===== src/rtl/vend_pkg.sv =====
// Shared types and constants for the vending-machine dispense back end.
package vend_pkg;

    typedef enum logic [2:0] {
        ST_IDLE,
        ST_CHECK,
        ST_DISPENSE,
        ST_CHANGE_SEL,
        ST_COIN_WAIT,
        ST_FINISH
    } state_t;

    typedef enum logic [1:0] {
        COIN_NONE = 2'd0,
        COIN_5    = 2'd1,
        COIN_10   = 2'd2,
        COIN_20   = 2'd3
    } coin_t;

    typedef enum logic [1:0] {
        STAT_OK         = 2'd0,
        STAT_REFUND     = 2'd1,
        STAT_NO_STOCK   = 2'd2,
        STAT_COIN_FAULT = 2'd3
    } status_t;

    localparam int COIN_VAL_5  = 5;
    localparam int COIN_VAL_10 = 10;
    localparam int COIN_VAL_20 = 20;

    function automatic int coin_value(input coin_t c);
        case (c)
            COIN_5:  return COIN_VAL_5;
            COIN_10: return COIN_VAL_10;
            COIN_20: return COIN_VAL_20;
            default: return 0;
        endcase
    endfunction

endpackage


===== src/rtl/vend_stock_table.sv =====
// Per-slot stock counters: decrement on sale, reload on restock (restock wins),
// plus a check read port for the FSM and a combinational query port.
module vend_stock_table #(
    parameter int NUM_ITEMS  = 4,
    parameter int STOCK_W    = 3,
    parameter int INIT_STOCK = 7
) (
    input  logic                         clk,
    input  logic                         reset_n,
    input  logic                         dec_en,
    input  logic [$clog2(NUM_ITEMS)-1:0] dec_item,
    input  logic                         restock_en,
    input  logic [$clog2(NUM_ITEMS)-1:0] restock_item,
    input  logic [$clog2(NUM_ITEMS)-1:0] chk_item,
    output logic [STOCK_W-1:0]           chk_stock,
    input  logic [$clog2(NUM_ITEMS)-1:0] q_item,
    output logic [STOCK_W-1:0]           q_stock
);
    localparam int IDX_W = $clog2(NUM_ITEMS);
    localparam logic [STOCK_W-1:0] INIT_VAL = STOCK_W'(INIT_STOCK);

    logic [STOCK_W-1:0] stock [NUM_ITEMS];

    always_ff @(posedge clk or negedge reset_n) begin
        if (!reset_n) begin
            for (int i = 0; i < NUM_ITEMS; i++) stock[i] <= INIT_VAL;
        end else begin
            for (int i = 0; i < NUM_ITEMS; i++) begin
                if (restock_en && restock_item == IDX_W'(i))
                    stock[i] <= INIT_VAL;
                else if (dec_en && dec_item == IDX_W'(i))
                    stock[i] <= stock[i] - 1'b1;
            end
        end
    end

    assign chk_stock = stock[chk_item];
    assign q_stock   = stock[q_item];

endmodule


===== src/rtl/vend_dispense_ctrl.sv =====
// Dispense sequencer: stock check, timed motor drive, greedy 20/10/5 change payout.
// state      | meaning
// IDLE       | waiting for a purchase or cancel
// CHECK      | price/stock test, decrement stock on sale
// DISPENSE   | motor on for MOTOR_CYCLES
// CHANGE_SEL | pick largest coin not exceeding remain, or finish
// COIN_WAIT  | coin_req held until ack or timeout
// FINISH     | done pulse with status and shortfall
module vend_dispense_ctrl
    import vend_pkg::*;
#(
    parameter int NUM_ITEMS    = 4,
    parameter int MONEY_W      = 6,
    parameter int STOCK_W      = 3,
    parameter int INIT_STOCK   = 7,
    parameter int MOTOR_CYCLES = 8,
    parameter int ACK_TIMEOUT  = 16
) (
    input  logic                         clk,
    input  logic                         reset_n,
    input  logic                         txn_valid,
    output logic                         txn_ready,
    input  logic [$clog2(NUM_ITEMS)-1:0] txn_item,
    input  logic [MONEY_W-1:0]           txn_paid,
    input  logic [MONEY_W-1:0]           txn_price,
    input  logic                         txn_cancel,
    input  logic                         restock_valid,
    input  logic [$clog2(NUM_ITEMS)-1:0] restock_item,
    input  logic [$clog2(NUM_ITEMS)-1:0] stock_q_item,
    output logic [STOCK_W-1:0]           stock_q,
    output logic [NUM_ITEMS-1:0]         motor_en,
    output logic                         coin_req,
    output logic [1:0]                   coin_type,
    input  logic                         coin_ack,
    output logic                         done,
    output logic [1:0]                   status,
    output logic [MONEY_W-1:0]           change_short
);
    localparam int IDX_W   = $clog2(NUM_ITEMS);
    localparam int CNT_MAX = (MOTOR_CYCLES > ACK_TIMEOUT) ? MOTOR_CYCLES : ACK_TIMEOUT;
    localparam int CNT_W   = $clog2(CNT_MAX + 1);
    localparam logic [MONEY_W-1:0]   V5        = MONEY_W'(COIN_VAL_5);
    localparam logic [MONEY_W-1:0]   V10       = MONEY_W'(COIN_VAL_10);
    localparam logic [MONEY_W-1:0]   V20       = MONEY_W'(COIN_VAL_20);
    localparam logic [NUM_ITEMS-1:0] MOTOR_ONE = NUM_ITEMS'(1);

    state_t             state;
    logic [IDX_W-1:0]   item_q;
    logic [MONEY_W-1:0] paid_q;
    logic [MONEY_W-1:0] price_q;
    logic               cancel_q;
    logic [MONEY_W-1:0] remain;
    logic [CNT_W-1:0]   cnt;
    coin_t              coin_q;
    status_t            status_q;
    logic [STOCK_W-1:0] chk_stock;
    logic               dec_en;

    assign dec_en = (state == ST_CHECK) && !cancel_q && (paid_q >= price_q) && (chk_stock != '0);

    vend_stock_table #(
        .NUM_ITEMS (NUM_ITEMS),
        .STOCK_W   (STOCK_W),
        .INIT_STOCK(INIT_STOCK)
    ) u_stock (
        .clk         (clk),
        .reset_n     (reset_n),
        .dec_en      (dec_en),
        .dec_item    (item_q),
        .restock_en  (restock_valid),
        .restock_item(restock_item),
        .chk_item    (item_q),
        .chk_stock   (chk_stock),
        .q_item      (stock_q_item),
        .q_stock     (stock_q)
    );

    // Outputs are registered alongside the state so they change only with it.
    always_ff @(posedge clk or negedge reset_n) begin
        if (!reset_n) begin
            state        <= ST_IDLE;
            item_q       <= '0;
            paid_q       <= '0;
            price_q      <= '0;
            cancel_q     <= 1'b0;
            remain       <= '0;
            cnt          <= '0;
            coin_q       <= COIN_NONE;
            status_q     <= STAT_OK;
            motor_en     <= '0;
            coin_req     <= 1'b0;
            done         <= 1'b0;
            change_short <= '0;
        end else begin
            done <= 1'b0;
            case (state)
                ST_IDLE: begin
                    if (txn_valid) begin
                        item_q   <= txn_item;
                        paid_q   <= txn_paid;
                        price_q  <= txn_price;
                        cancel_q <= txn_cancel;
                        state    <= ST_CHECK;
                    end
                end
                ST_CHECK: begin
                    if (cancel_q || paid_q < price_q) begin
                        remain   <= paid_q;
                        status_q <= STAT_REFUND;
                        state    <= ST_CHANGE_SEL;
                    end else if (chk_stock == '0) begin
                        remain   <= paid_q;
                        status_q <= STAT_NO_STOCK;
                        state    <= ST_CHANGE_SEL;
                    end else begin
                        remain   <= paid_q - price_q;
                        status_q <= STAT_OK;
                        motor_en <= MOTOR_ONE << item_q;
                        cnt      <= CNT_W'(MOTOR_CYCLES - 1);
                        state    <= ST_DISPENSE;
                    end
                end
                ST_DISPENSE: begin
                    if (cnt == '0) begin
                        motor_en <= '0;
                        state    <= ST_CHANGE_SEL;
                    end else begin
                        cnt <= cnt - 1'b1;
                    end
                end
                ST_CHANGE_SEL: begin
                    cnt <= CNT_W'(ACK_TIMEOUT - 1);
                    if (remain >= V20) begin
                        coin_q   <= COIN_20;
                        coin_req <= 1'b1;
                        state    <= ST_COIN_WAIT;
                    end else if (remain >= V10) begin
                        coin_q   <= COIN_10;
                        coin_req <= 1'b1;
                        state    <= ST_COIN_WAIT;
                    end else if (remain >= V5) begin
                        coin_q   <= COIN_5;
                        coin_req <= 1'b1;
                        state    <= ST_COIN_WAIT;
                    end else begin
                        done         <= 1'b1;
                        change_short <= remain;
                        state        <= ST_FINISH;
                    end
                end
                ST_COIN_WAIT: begin
                    if (coin_ack) begin
                        remain   <= remain - MONEY_W'(coin_value(coin_q));
                        coin_q   <= COIN_NONE;
                        coin_req <= 1'b0;
                        state    <= ST_CHANGE_SEL;
                    end else if (cnt == '0) begin
                        status_q     <= STAT_COIN_FAULT;
                        coin_q       <= COIN_NONE;
                        coin_req     <= 1'b0;
                        done         <= 1'b1;
                        change_short <= remain;
                        state        <= ST_FINISH;
                    end else begin
                        cnt <= cnt - 1'b1;
                    end
                end
                ST_FINISH: state <= ST_IDLE;
                default:   state <= ST_IDLE;
            endcase
        end
    end

    assign txn_ready = (state == ST_IDLE);
    assign coin_type = coin_q;
    assign status    = status_q;

endmodule


===== config.mk =====
export PLATFORM = sky130hd
export DESIGN_NAME = vend_dispense_ctrl
export DESIGN_NICKNAME = d
export VERILOG_FILES = /design/src/rtl/vend_pkg.sv /design/src/rtl/vend_stock_table.sv /design/src/rtl/vend_dispense_ctrl.sv
export SDC_FILE = /design/constraint.sdc
export NUM_CORES = 1
export LEC_CHECK = 0
export BUFFER_PORTS_ARGS = -buffer_cell sky130_fd_sc_hd__clkbuf_2
export CAP_MARGIN = 20
export CELL_PAD_IN_SITES_DETAIL_PLACEMENT = 0
export CELL_PAD_IN_SITES_GLOBAL_PLACEMENT = 1
export CORE_MARGIN = 2
export CORE_UTILIZATION = 46
export CTS_BUF_LIST = sky130_fd_sc_hd__clkbuf_8
export DETAILED_ROUTE_END_ITERATION = 8
export GPL_TIMING_DRIVEN = 0
export PLACE_DENSITY_LB_ADDON = 0.1
export SKIP_LAST_GASP = 1
export SLEW_MARGIN = 20
export SYNTH_ARGS = -nofsm -noshare
export SYNTH_HDL_FRONTEND = slang
export SYNTH_HIERARCHICAL = 1
export SYNTH_SLANG_ARGS = --single-unit

===== constraint.sdc =====
create_clock -name clk -period 3.9 [get_ports clk]
set_clock_uncertainty 0.15 [all_clocks]
set_input_delay 0.39 -clock clk [delete_from_list [all_inputs] [get_ports clk]]
set_output_delay 0.39 -clock clk [all_outputs]
set_load 0.05 [all_outputs]

==> results of run 1 <==
[worst min-delay path by stage]
| stage | end | depth (start not counted) | from | slack [ns] |
|---|---|---|---|---|
| floorplan | cancel_q | 0 | reset_n | -0.06 |
| global placement | coin_req | 1 | coin_req | 0.31 |
| detailed placement | change_short[1] | 1 | reset_n | 0.22 |
| CTS | paid_q[1] | 3 | txn_paid[1] | 0.09 |
| global route | paid_q[1] | 3 | txn_paid[1] | 0.11 |
| finish | price_q[4] | 3 | txn_price[4] | 0.11 |
[metal layers]
| metal | vias to the layer above | wire length [µm] | GRT usage |
|---|---|---|---|
| li1 | 1314 | - | - |
| met1 | 1218 | 3530 | 0.276 |
| met2 | 44 | 3150 | 0.303 |
| met3 | 12 | 227 | 0.0351 |
| met4 | 0 | 128 | 0.0868 |
| met5 | - | 0 | 0 |
[report_power, final]
group | switching, mW | total (mW) | leakage [nW] | internal, mW
clock | 0.237 | 0.475 | 0.0982 | 0.238
combinational | 1.17 | 1.95 | 0.997 | 0.780
sequential | 0.243 | 1.10 | 0.673 | 0.860
[kinds of logic after synthesis]
logic type / after synthesis / share of synthesized area
AND/OR/NAND/NOR: 111 / 0.164
AO/OA/AOI/OAI: 84 / 0.159
flip-flops: 57 / 0.435
buffers and inverters: 36 / 0.0441
multiplexers: 21 / 0.0917
adder cells (fa/ha/maj): 18 / 0.0724
XOR/XNOR: 13 / 0.0343
[sequential cells by signal (all words and copies together) (netlist names), 2 cells and up]
| register | flops |
|---|---|
| status | 2 |
| remain | 6 |
| change_short | 6 |
| coin_type | 2 |
| motor_en | 4 |
| cnt | 5 |
| item_q | 2 |
| state | 3 |
| u_stock/stock | 12 |
| price_q | 6 |
| paid_q | 6 |
[stage by stage]
step	utilization	setup slack (ns)	hold slack (ns)	cell area, µm²
after floorplan	-	1.10	-0.0556	3320
after global placement	0.531	0.795	0.312	3650
after detailed placement	0.534	0.758	0.220	3670
final	0.560	0.766	0.106	3840
after CTS	0.560	0.751	0.0917	3840
after global routing	0.560	0.532	0.115	3840
[what timing repair did]
action	in CTS	in global routing
gates resized for setup	0	0
setup endpoints to repair	0	0
hold endpoints to repair	23	0
hold buffers	1	0
[layout make-up]
class	count	area, µm²	share of cell area
sequential	57	1440	0.375
buffer	8	41.3	0.0107
inverter	28	105	0.0273
tap	96	120	0.0312
clock buffer	10	138	0.0358
timing repair buffer	44	243	0.0631
multi-input combinational	247	1730	0.450
clock inverter	6	27.5	0.00716
[cells in the mapped netlist, types with 2 or more instances]
master                     instances  area (µm²)
sky130_fd_sc_hd__xor2_1            5        43.8
sky130_fd_sc_hd__nand4b_1          3        26.3
sky130_fd_sc_hd__or2_2             2        12.5
sky130_fd_sc_hd__and2b_1           2        15.0
sky130_fd_sc_hd__o211ai_1          4        30.0
sky130_fd_sc_hd__nand2_1          38         143
sky130_fd_sc_hd__a211oi_1          2        15.0
sky130_fd_sc_hd__dfrtp_1          45        1130
sky130_fd_sc_hd__a21oi_1          22         110
sky130_fd_sc_hd__dfstp_2          12         315
sky130_fd_sc_hd__o21ai_1           2        10.0
sky130_fd_sc_hd__a21oi_2           2        17.5
sky130_fd_sc_hd__nor2_1           24        90.1
sky130_fd_sc_hd__mux4_2            6         135
sky130_fd_sc_hd__buf_2             3        15.0
sky130_fd_sc_hd__mux2_2           15         169
sky130_fd_sc_hd__nand2b_1          4        25.0
sky130_fd_sc_hd__nand4_1           3        18.8
sky130_fd_sc_hd__inv_1            28         105
sky130_fd_sc_hd__and2_1            2        12.5
sky130_fd_sc_hd__nor3_1           10        50.1
sky130_fd_sc_hd__xnor2_1           8        70.1
sky130_fd_sc_hd__nand3_1           9        45.0
sky130_fd_sc_hd__a21o_1            4        30.0
sky130_fd_sc_hd__a31oi_1           3        18.8
sky130_fd_sc_hd__fa_1              2        40.0
sky130_fd_sc_hd__ha_1             16         200
sky130_fd_sc_hd__clkbuf_1          4        15.0
sky130_fd_sc_hd__o21ai_0          33         165
sky130_fd_sc_hd__nand3b_1          6        45.0
sky130_fd_sc_hd__a221o_1           2        20.0
[worst register-to-register path: cells and delay by family, from the launching register on]
kind | cells | cell delay [ns]
compound gates | 2 | 0.61
fa+ha+maj | 2 | 0.60
buf+inv | 1 | 0.05
flops | 1 | 0.35
simple gates | 7 | 1.32
==> out/metrics.json, run 1 <==
{
  "critPathMaxStageDelay_ns": 0.49,
  "worst-endpoint-arrival_ns": 3.27,
  "clk_root_buffer_cell": "sky130_fd_sc_hd__clkbuf_8",
  "timing.critical_path.depth": 12,
  "cts_tree": "built",
  "die-width_um": 88.9,
  "worst_setup_sp_type": "flip-flop",
  "post-place-cells": 479,
  "avgRoutedWirePerCell_um": 14.2,
  "grt.overflow.total": 0,
  "max-vdd-ir-drop_mv": 0.411,
  "cts_inserted_buffers": 9,
  "vias": 2588,
  "place.port_buffers": 42,
  "final_hold_viol_count": 0,
  "clk_sinks": 57,
  "critical_path.cell_chain": "inv_1, ha_1, fa_1, and2b_1, o21a_1, nor2_1, nand2_1, nand3_1, a21oi_1, or3b_4, or3_1, nand3_1",
  "dr_iter_0_viols": 76,
  "rsz0062_at_grt": "no",
  "floorplan.initialDensity": 0.483,
  "required_ns": 4.04,
  "area.growth.synth_to_final_pct": 15.9,
  "num_io_pins": 44,
  "timing.critical_path.to": "u_stock/stock[11]",
  "gp_routability_congestion": 0.810,
  "clkTransAtPathRegs_ns": 0.07,
  "postSynthNetCount": 382,
  "synth.ff_latch_count": 57,
  "synth_ff_type": "sky130_fd_sc_hd__dfrtp_1",
  "outcome": "complete, no violations",
  "crit_path_start": "paid_q[0]",
  "crit_path_max_fanout": 7,
  "dr.pass1.iters": 4,
  "via_count_of_the_first_global_routing_pass": 2470,
  "synth-warning-count": 6,
  "power_density_over_the_cells_nw_per_um2": 918,
  "slew_headroom": 0.468,
  "achievable-frequency_mhz": 319,
  "critPathTopFamily": "simple AND/OR/NAND/NOR gates",
  "critical_path_buf_inv_count": 1,
  "r2r-start": "paid_q[0]",
  "die_height_um": 88.9,
  "cts_buffer_depth": 2,
  "hp-class": "in -> reg",
  "first_pass_grt_wire_length_um": 11900,
  "finish.cell_count_without_fillers": 496,
  "final_cell_mix": "sky130_fd_sc_hd__dfrtp_1 (45), sky130_fd_sc_hd__clkbuf_2 (41), sky130_fd_sc_hd__nand2_1 (38), sky130_fd_sc_hd__o21ai_0 (33), sky130_fd_sc_hd__inv_1 (30)",
  "worstMarginPinSlew_ns": 0.786,
  "seq_area_frac_synth": 0.435,
  "layout_min_cycle_time_ns": 3.13,
  "synth-edff-count": 0,
  "mean_post_synth_cell_area_um2": 9.76,
  "nFillCells": 632,
  "route.detailed.drc": 0,
  "setup_tns_ns": 0,
  "worst_path_most_repeated_cell": "sky130_fd_sc_hd__nand3_1",
  "r2r-end": "u_stock/stock[11]",
  "finalNetCount": 437,
  "ratio_of_final_minimum_period_to_clock_period": 0.804,
  "design.core.area_um2": 6870,
  "fp.dieArea_um2": 7910,
  "postRouteWirelength_um": 7040,
  "regToRegSetupSlack_ns": 0.77,
  "setup.worst_path.end_class": "flip-flop",
  "setup-violations-final": 0,
  "cts_htree_levels": 3,
  "r2r.worst_path.cells": 12,
  "placementRows": 30,
  "post-cts-setup-buffer-count": 0,
  "num_antenna_cells": 0,
  "maxSlewViolCount": 0,
  "synth_async_sr_flop_share": 1.00,
  "total_power_mw": 3.53,
  "final_common_cell": "sky130_fd_sc_hd__dfrtp_1",
  "number_of_instances_in_the_synthesized_netlist": 340,
  "globalRouteTotalUtil": 0.198,
  "grt_antenna_before_repair": 0,
  "syn_area_um2": 3320,
  "path_class": "reg -> reg",
  "ant_nets": 0,
  "synth.lib_cells_used.distinct": 50,
  "maxCapViolations": 0,
  "slowest_cell_on_the_critical_path": "sky130_fd_sc_hd__a21oi_1",
  "via_cell_ratio": 5.22,
  "leakagePower_nw": 1.77,
  "hpwlAfterDp_um": 5260,
  "drive_above_1_share": 0.258,
  "grt_max_degree": 32,
  "clock_latency_ns": 0.34
}
Power figures use the tool's default switching activity.
==> run 2, diff against run 1 <==
- ABC_AREA: default -> 1
- CORE_UTILIZATION: 46 -> 44
- clock period: 3.9 -> 3.2 ns (I/O delays scaled with it)
==> run 2 against run 1 <==
Clock power rose by 44%. Combinational power increased by 36%. Register-to-register slack got worse by 0.07 ns. Design area increased by 8.3%. Area after synthesis increased by 8.3%. Sequential share of layout area is 2.9 points lower. Count of clock-buffer cells in the layout up 1. Critical endpoint is now u_stock/stock[2]. Via count increased by 22%. Total power grew 31%. Utilization decreased by 2.6 points. Critical path depth is the same.
==> out/metrics.json, run 2 <==
{
  "hp-class": {"value": "in -> reg", "change": "unchanged"},
  "nFillCells": {"value": 773, "change": "was 632"},
  "cts_tree": {"value": "built", "change": "unchanged"},
  "globalRouteTotalUtil": {"value": 0.197, "change": "was 0.198"},
  "die-width": {"value": 94.4, "unit": "µm", "change": "was 88.9 µm"},
  "mean_post_synth_cell_area": {"value": 7.44, "unit": "µm²", "change": "was 9.76 µm²"},
  "maxCapViolations": {"value": 0, "change": "unchanged"},
  "postRouteWirelength": {"value": 8070, "unit": "µm", "change": "was 7040 µm"},
  "design.core.area": {"value": 7810, "unit": "µm²", "change": "was 6870 µm²"},
  "post-cts-setup-buffer-count": {"value": 0, "change": "unchanged"},
  "drive_above_1_share": {"value": 0.193, "change": "was 0.258"},
  "max-vdd-ir-drop": {"value": 0.476, "unit": "mV", "change": "was 0.411 mV"},
  "placementRows": {"value": 32, "change": "was 30"},
  "power.share.clock": {"value": 0.147, "change": "was 0.135"},
  "path_class": {"value": "reg -> reg", "change": "unchanged"},
  "synth_top_area_share": {"value": 0.313, "change": "was 0.339"},
  "achievable-frequency": {"value": 400, "unit": "MHz", "change": "was 319 MHz"},
  "clk_root_buffer_cell": {"value": "sky130_fd_sc_hd__clkbuf_8", "change": "unchanged"},
  "final_common_cell": {"value": "sky130_fd_sc_hd__nand2_1", "change": "was sky130_fd_sc_hd__dfrtp_1"},
  "leakagePower": {"value": 2.29, "unit": "nW", "change": "was 1.77 nW"},
  "synth_ff_type": {"value": "sky130_fd_sc_hd__dfrtp_1", "change": "unchanged"},
  "rsz0062_at_grt": {"value": "no", "change": "unchanged"},
  "place.port_buffers": {"value": 43, "change": "was 42"},
  "internal_power": {"value": 2.36, "unit": "mW", "change": "was 1.88 mW"},
  "max_reg_flops": {"value": 12, "change": "unchanged"},
  "grt_max_degree": {"value": 30, "change": "was 32"},
  "seq_area_frac_synth": {"value": 0.401, "change": "was 0.435"},
  "comb_power_share": {"value": 0.571, "change": "was 0.553"},
  "largest_register": {"value": "u_stock/stock", "change": "unchanged"},
  "setup.worst_path.end_class": {"value": "flip-flop", "change": "unchanged"},
  "vias": {"value": 3162, "change": "was 2588"},
  "synth.ff_latch_count": {"value": 57, "change": "unchanged"},
  "switching_power": {"value": 2.28, "unit": "mW", "change": "was 1.65 mW"},
  "number_of_instances_in_the_synthesized_netlist": {"value": 483, "change": "was 340"},
  "cts_inserted_buffers": {"value": 9, "change": "unchanged"},
  "netlist_top_cells_area": {"value": "sky130_fd_sc_hd__dfrtp_1 (31%), sky130_fd_sc_hd__nand2_1 (15%), sky130_fd_sc_hd__dfstp_2 (8.8%)", "change": "was sky130_fd_sc_hd__dfrtp_1 (34%), sky130_fd_sc_hd__dfstp_2 (9.5%), sky130_fd_sc_hd__ha_1 (6.0%)"},
  "maxSlewViolCount": {"value": 0, "change": "unchanged"},
  "fraction_of_power_spent_switching_nets": {"value": 0.491, "change": "was 0.468"},
  "required": {"value": 3.31, "unit": "ns", "change": "was 4.04 ns"},
  "route.detailed.drc": {"value": 0, "change": "unchanged"},
  "clkTransAtPathRegs": {"value": 0.06, "unit": "ns", "change": "was 0.07 ns"},
  "finish.cell_count_without_fillers": {"value": 645, "change": "was 496"},
  "postSynthNetCount": {"value": 525, "change": "was 382"},
  "synth-edff-count": {"value": 0, "change": "unchanged"},
  "finalNetCount": {"value": 581, "change": "was 437"},
  "synth-warning-count": {"value": 6, "change": "unchanged"},
  "num_antenna_cells": {"value": 0, "change": "unchanged"},
  "power_density_over_the_cells": {"value": 1110, "unit": "nW/µm²", "change": "was 918 nW/µm²"},
  "ratio_of_final_minimum_period_to_clock_period": {"value": 0.782, "change": "was 0.804"},
  "clock_latency": {"value": 0.34, "unit": "ns", "change": "about the same"},
  "final-seq-area": {"value": 1440, "unit": "µm²", "change": "unchanged"},
  "grt_antenna_before_repair": {"value": 0, "change": "unchanged"},
  "worst-endpoint-arrival": {"value": 2.61, "unit": "ns", "change": "was 3.27 ns"},
  "most_frequent_cells_after_synthesis": {"value": "sky130_fd_sc_hd__nand2_1 (148), sky130_fd_sc_hd__inv_1 (73), sky130_fd_sc_hd__dfrtp_1 (45), sky130_fd_sc_hd__nor2_1 (39), sky130_fd_sc_hd__nand3_1 (38)", "change": "was sky130_fd_sc_hd__dfrtp_1 (45), sky130_fd_sc_hd__nand2_1 (38), sky130_fd_sc_hd__o21ai_0 (33), sky130_fd_sc_hd__inv_1 (28), sky130_fd_sc_hd__nor2_1 (24)"},
  "worst_setup_sp_type": {"value": "flip-flop", "change": "unchanged"},
  "slew_headroom": {"value": 0.644, "change": "was 0.468"},
  "hpwlAfterDp": {"value": 6190, "unit": "µm", "change": "was 5260 µm"},
  "multi_input_area": {"value": 1790, "unit": "µm²", "change": "was 1730 µm²"},
  "num_io_pins": {"value": 44, "change": "unchanged"},
  "dr.pass1.iters": {"value": 4, "change": "unchanged"},
  "clk_sinks": {"value": 57, "change": "unchanged"},
  "ant_nets": {"value": 0, "change": "unchanged"},
  "final_util": {"value": 0.533, "change": "was 0.560"},
  "dr_iter_0_viols": {"value": 121, "change": "was 76"},
  "grt.overflow.total": {"value": 0, "change": "unchanged"},
  "setup_tns": {"value": 0, "unit": "ns", "change": "unchanged"},
  "synth.lib_cells_used.distinct": {"value": 38, "change": "was 50"},
  "outcome": {"value": "complete, no violations", "change": "unchanged"},
  "area.growth.synth_to_final": {"value": 15.9, "unit": "%", "change": "about the same"},
  "syn_area": {"value": 3590, "unit": "µm²", "change": "was 3320 µm²"},
  "cts_htree_levels": {"value": 3, "change": "unchanged"},
  "post-place-cells": {"value": 629, "change": "was 479"},
  "die_height": {"value": 94.4, "unit": "µm", "change": "was 88.9 µm"},
  "synthDominantAreaCellType": {"value": "sky130_fd_sc_hd__dfrtp_1", "change": "unchanged"},
  "seqPwrFrac": {"value": 0.282, "change": "was 0.313"},
  "via_count_of_the_first_global_routing_pass": {"value": 2947, "change": "was 2470"},
  "avgRoutedWirePerCell": {"value": 12.5, "unit": "µm", "change": "was 14.2 µm"},
  "fp.dieArea": {"value": 8910, "unit": "µm²", "change": "was 7910 µm²"},
  "cts_buffer_depth": {"value": 2, "change": "unchanged"},
  "first_pass_grt_wire_length": {"value": 13500, "unit": "µm", "change": "was 11900 µm"},
  "final_cell_mix": {"value": "sky130_fd_sc_hd__nand2_1 (148), sky130_fd_sc_hd__inv_1 (74), sky130_fd_sc_hd__dfrtp_1 (45), sky130_fd_sc_hd__clkbuf_2 (42), sky130_fd_sc_hd__nor2_1 (39)", "change": "was sky130_fd_sc_hd__dfrtp_1 (45), sky130_fd_sc_hd__clkbuf_2 (41), sky130_fd_sc_hd__nand2_1 (38), sky130_fd_sc_hd__o21ai_0 (33), sky130_fd_sc_hd__inv_1 (30)"},
  "final_hold_viol_count": {"value": 0, "change": "unchanged"},
  "worstMarginPinSlew": {"value": 0.529, "unit": "ns", "change": "was 0.786 ns"},
  "synthMostInstantiatedCell": {"value": "sky130_fd_sc_hd__nand2_1", "change": "was sky130_fd_sc_hd__dfrtp_1"},
  "via_cell_ratio": {"value": 4.90, "change": "was 5.22"},
  "synth_async_sr_flop_share": {"value": 1.00, "change": "unchanged"},
  "layout_min_cycle_time": {"value": 2.50, "unit": "ns", "change": "was 3.13 ns"},
  "gp_routability_congestion": {"value": 0.827, "change": "was 0.810"},
  "crit_path_max_fanout": {"value": 13, "change": "was 7"},
  "floorplan.initialDensity": {"value": 0.460, "change": "was 0.483"},
  "setup-violations-final": {"value": 0, "change": "unchanged"}
}
[run 2: changes by cell type in the layout (fill, tap and decap cells not counted), moves of 10 or more]
cell                      change
sky130_fd_sc_hd__inv_1       +44
sky130_fd_sc_hd__mux2_2      -10
sky130_fd_sc_hd__nand2_1    +110
sky130_fd_sc_hd__nand3_1     +29
sky130_fd_sc_hd__nor2_1      +15
sky130_fd_sc_hd__o21ai_0     -24
[run 2: final cells by class]
| cell class | count | share of cell area |
|---|---|---|
| multi-input cells | 338 | 0.430 |
| flip-flops and latches | 57 | 0.346 |
| inverters | 80 | 0.0721 |
| repair buffers | 45 | 0.0595 |
| clock buffers | 11 | 0.0364 |
| well taps | 102 | 0.0306 |
| plain buffers | 8 | 0.0144 |
| clock inverters | 4 | 0.0105 |
[run 2: worst paths after layout]
| path | startpoint | endpoint | slack (ns) | depth (start not counted) |
|---|---|---|---|---|
| worst max register to register | item_q[1] | u_stock/stock[2] | 0.70 | 12 |
| max in group asynchronous | reset_n | u_stock/stock[1] | 1.99 | 3 |
| worst min-delay path | txn_paid[5] | paid_q[5] | 0.06 | 2 |
| worst max-delay path | item_q[1] | u_stock/stock[2] | 0.70 | 12 |
| min in group asynchronous | reset_n | change_short[3] | 0.34 | 2 |
| worst min register to register | coin_req | coin_req | 0.33 | 2 |
[run 2: stage by stage]
stage | setup WS [ns] | power (mW) | hold WS (ns) | instance area (µm²)
after floorplan | 0.959 | 3.37 | -0.126 | 3590
after global placement | 0.696 | 3.95 | 0.316 | 3940
after detailed placement | 0.667 | 3.98 | 0.173 | 3960
after CTS | 0.656 | 4.69 | 0.0491 | 4160
after global routing | 0.450 | 5.12 | 0.0522 | 4160
final | 0.698 | 4.64 | 0.0644 | 4160
[run 2: metal layers]
metal,vias up,share of wire,global-route usage
met5,-,0,0
met4,0,0.010,0.0543
met3,6,0.027,0.0455
met2,46,0.46,0.320
met1,1458,0.50,0.265
li1,1652,-,-
[run 2: power by group through the flow]
| stage | combinational (mW) | clock, mW | sequential [mW] |
|---|---|---|---|
| final | 2.65 | 0.682 | 1.31 |
| after global routing | 3.02 | 0.745 | 1.35 |
| after CTS | 2.67 | 0.702 | 1.31 |
| after detailed placement | 2.65 | 0 | 1.32 |
| after global placement | 2.63 | 0 | 1.32 |
| after floorplan | 1.85 | 0 | 1.53 |
[run 2: kinds of logic (layout without fill, tap and decap cells)]
logic type | after synthesis | in the layout | share of synthesized area
adders and majority gates | 18 | 18 | 0.0669
AOI/OAI and AO/OA | 59 | 59 | 0.0975
muxes | 5 | 5 | 0.0157
buffers and inverters | 88 | 148 | 0.100
and+or+nand+nor | 251 | 251 | 0.306
xor gates and xnor gates | 5 | 5 | 0.0122
DFF | 57 | 57 | 0.401
[run 2: repair_timing]
item / in CTS / in global routing
hold buffers: 1 / 0
resized for setup: 0 / 0
hold endpoints to repair: 22 / 0
[run 2: worst max-delay path, cell delays in order, from the launching register on]
cell	delay (ns)
sky130_fd_sc_hd__dfrtp_1	0.61
sky130_fd_sc_hd__inv_1	0.14
sky130_fd_sc_hd__o211ai_1	0.13
sky130_fd_sc_hd__nand2_1	0.08
sky130_fd_sc_hd__nor3_1	0.46
sky130_fd_sc_hd__inv_1	0.17
sky130_fd_sc_hd__o2111ai_1	0.13
sky130_fd_sc_hd__inv_1	0.07
sky130_fd_sc_hd__buf_4	0.18
sky130_fd_sc_hd__nand3_2	0.12
sky130_fd_sc_hd__nor2_1	0.05
sky130_fd_sc_hd__nor2_1	0.08
sky130_fd_sc_hd__nand2_1	0.06
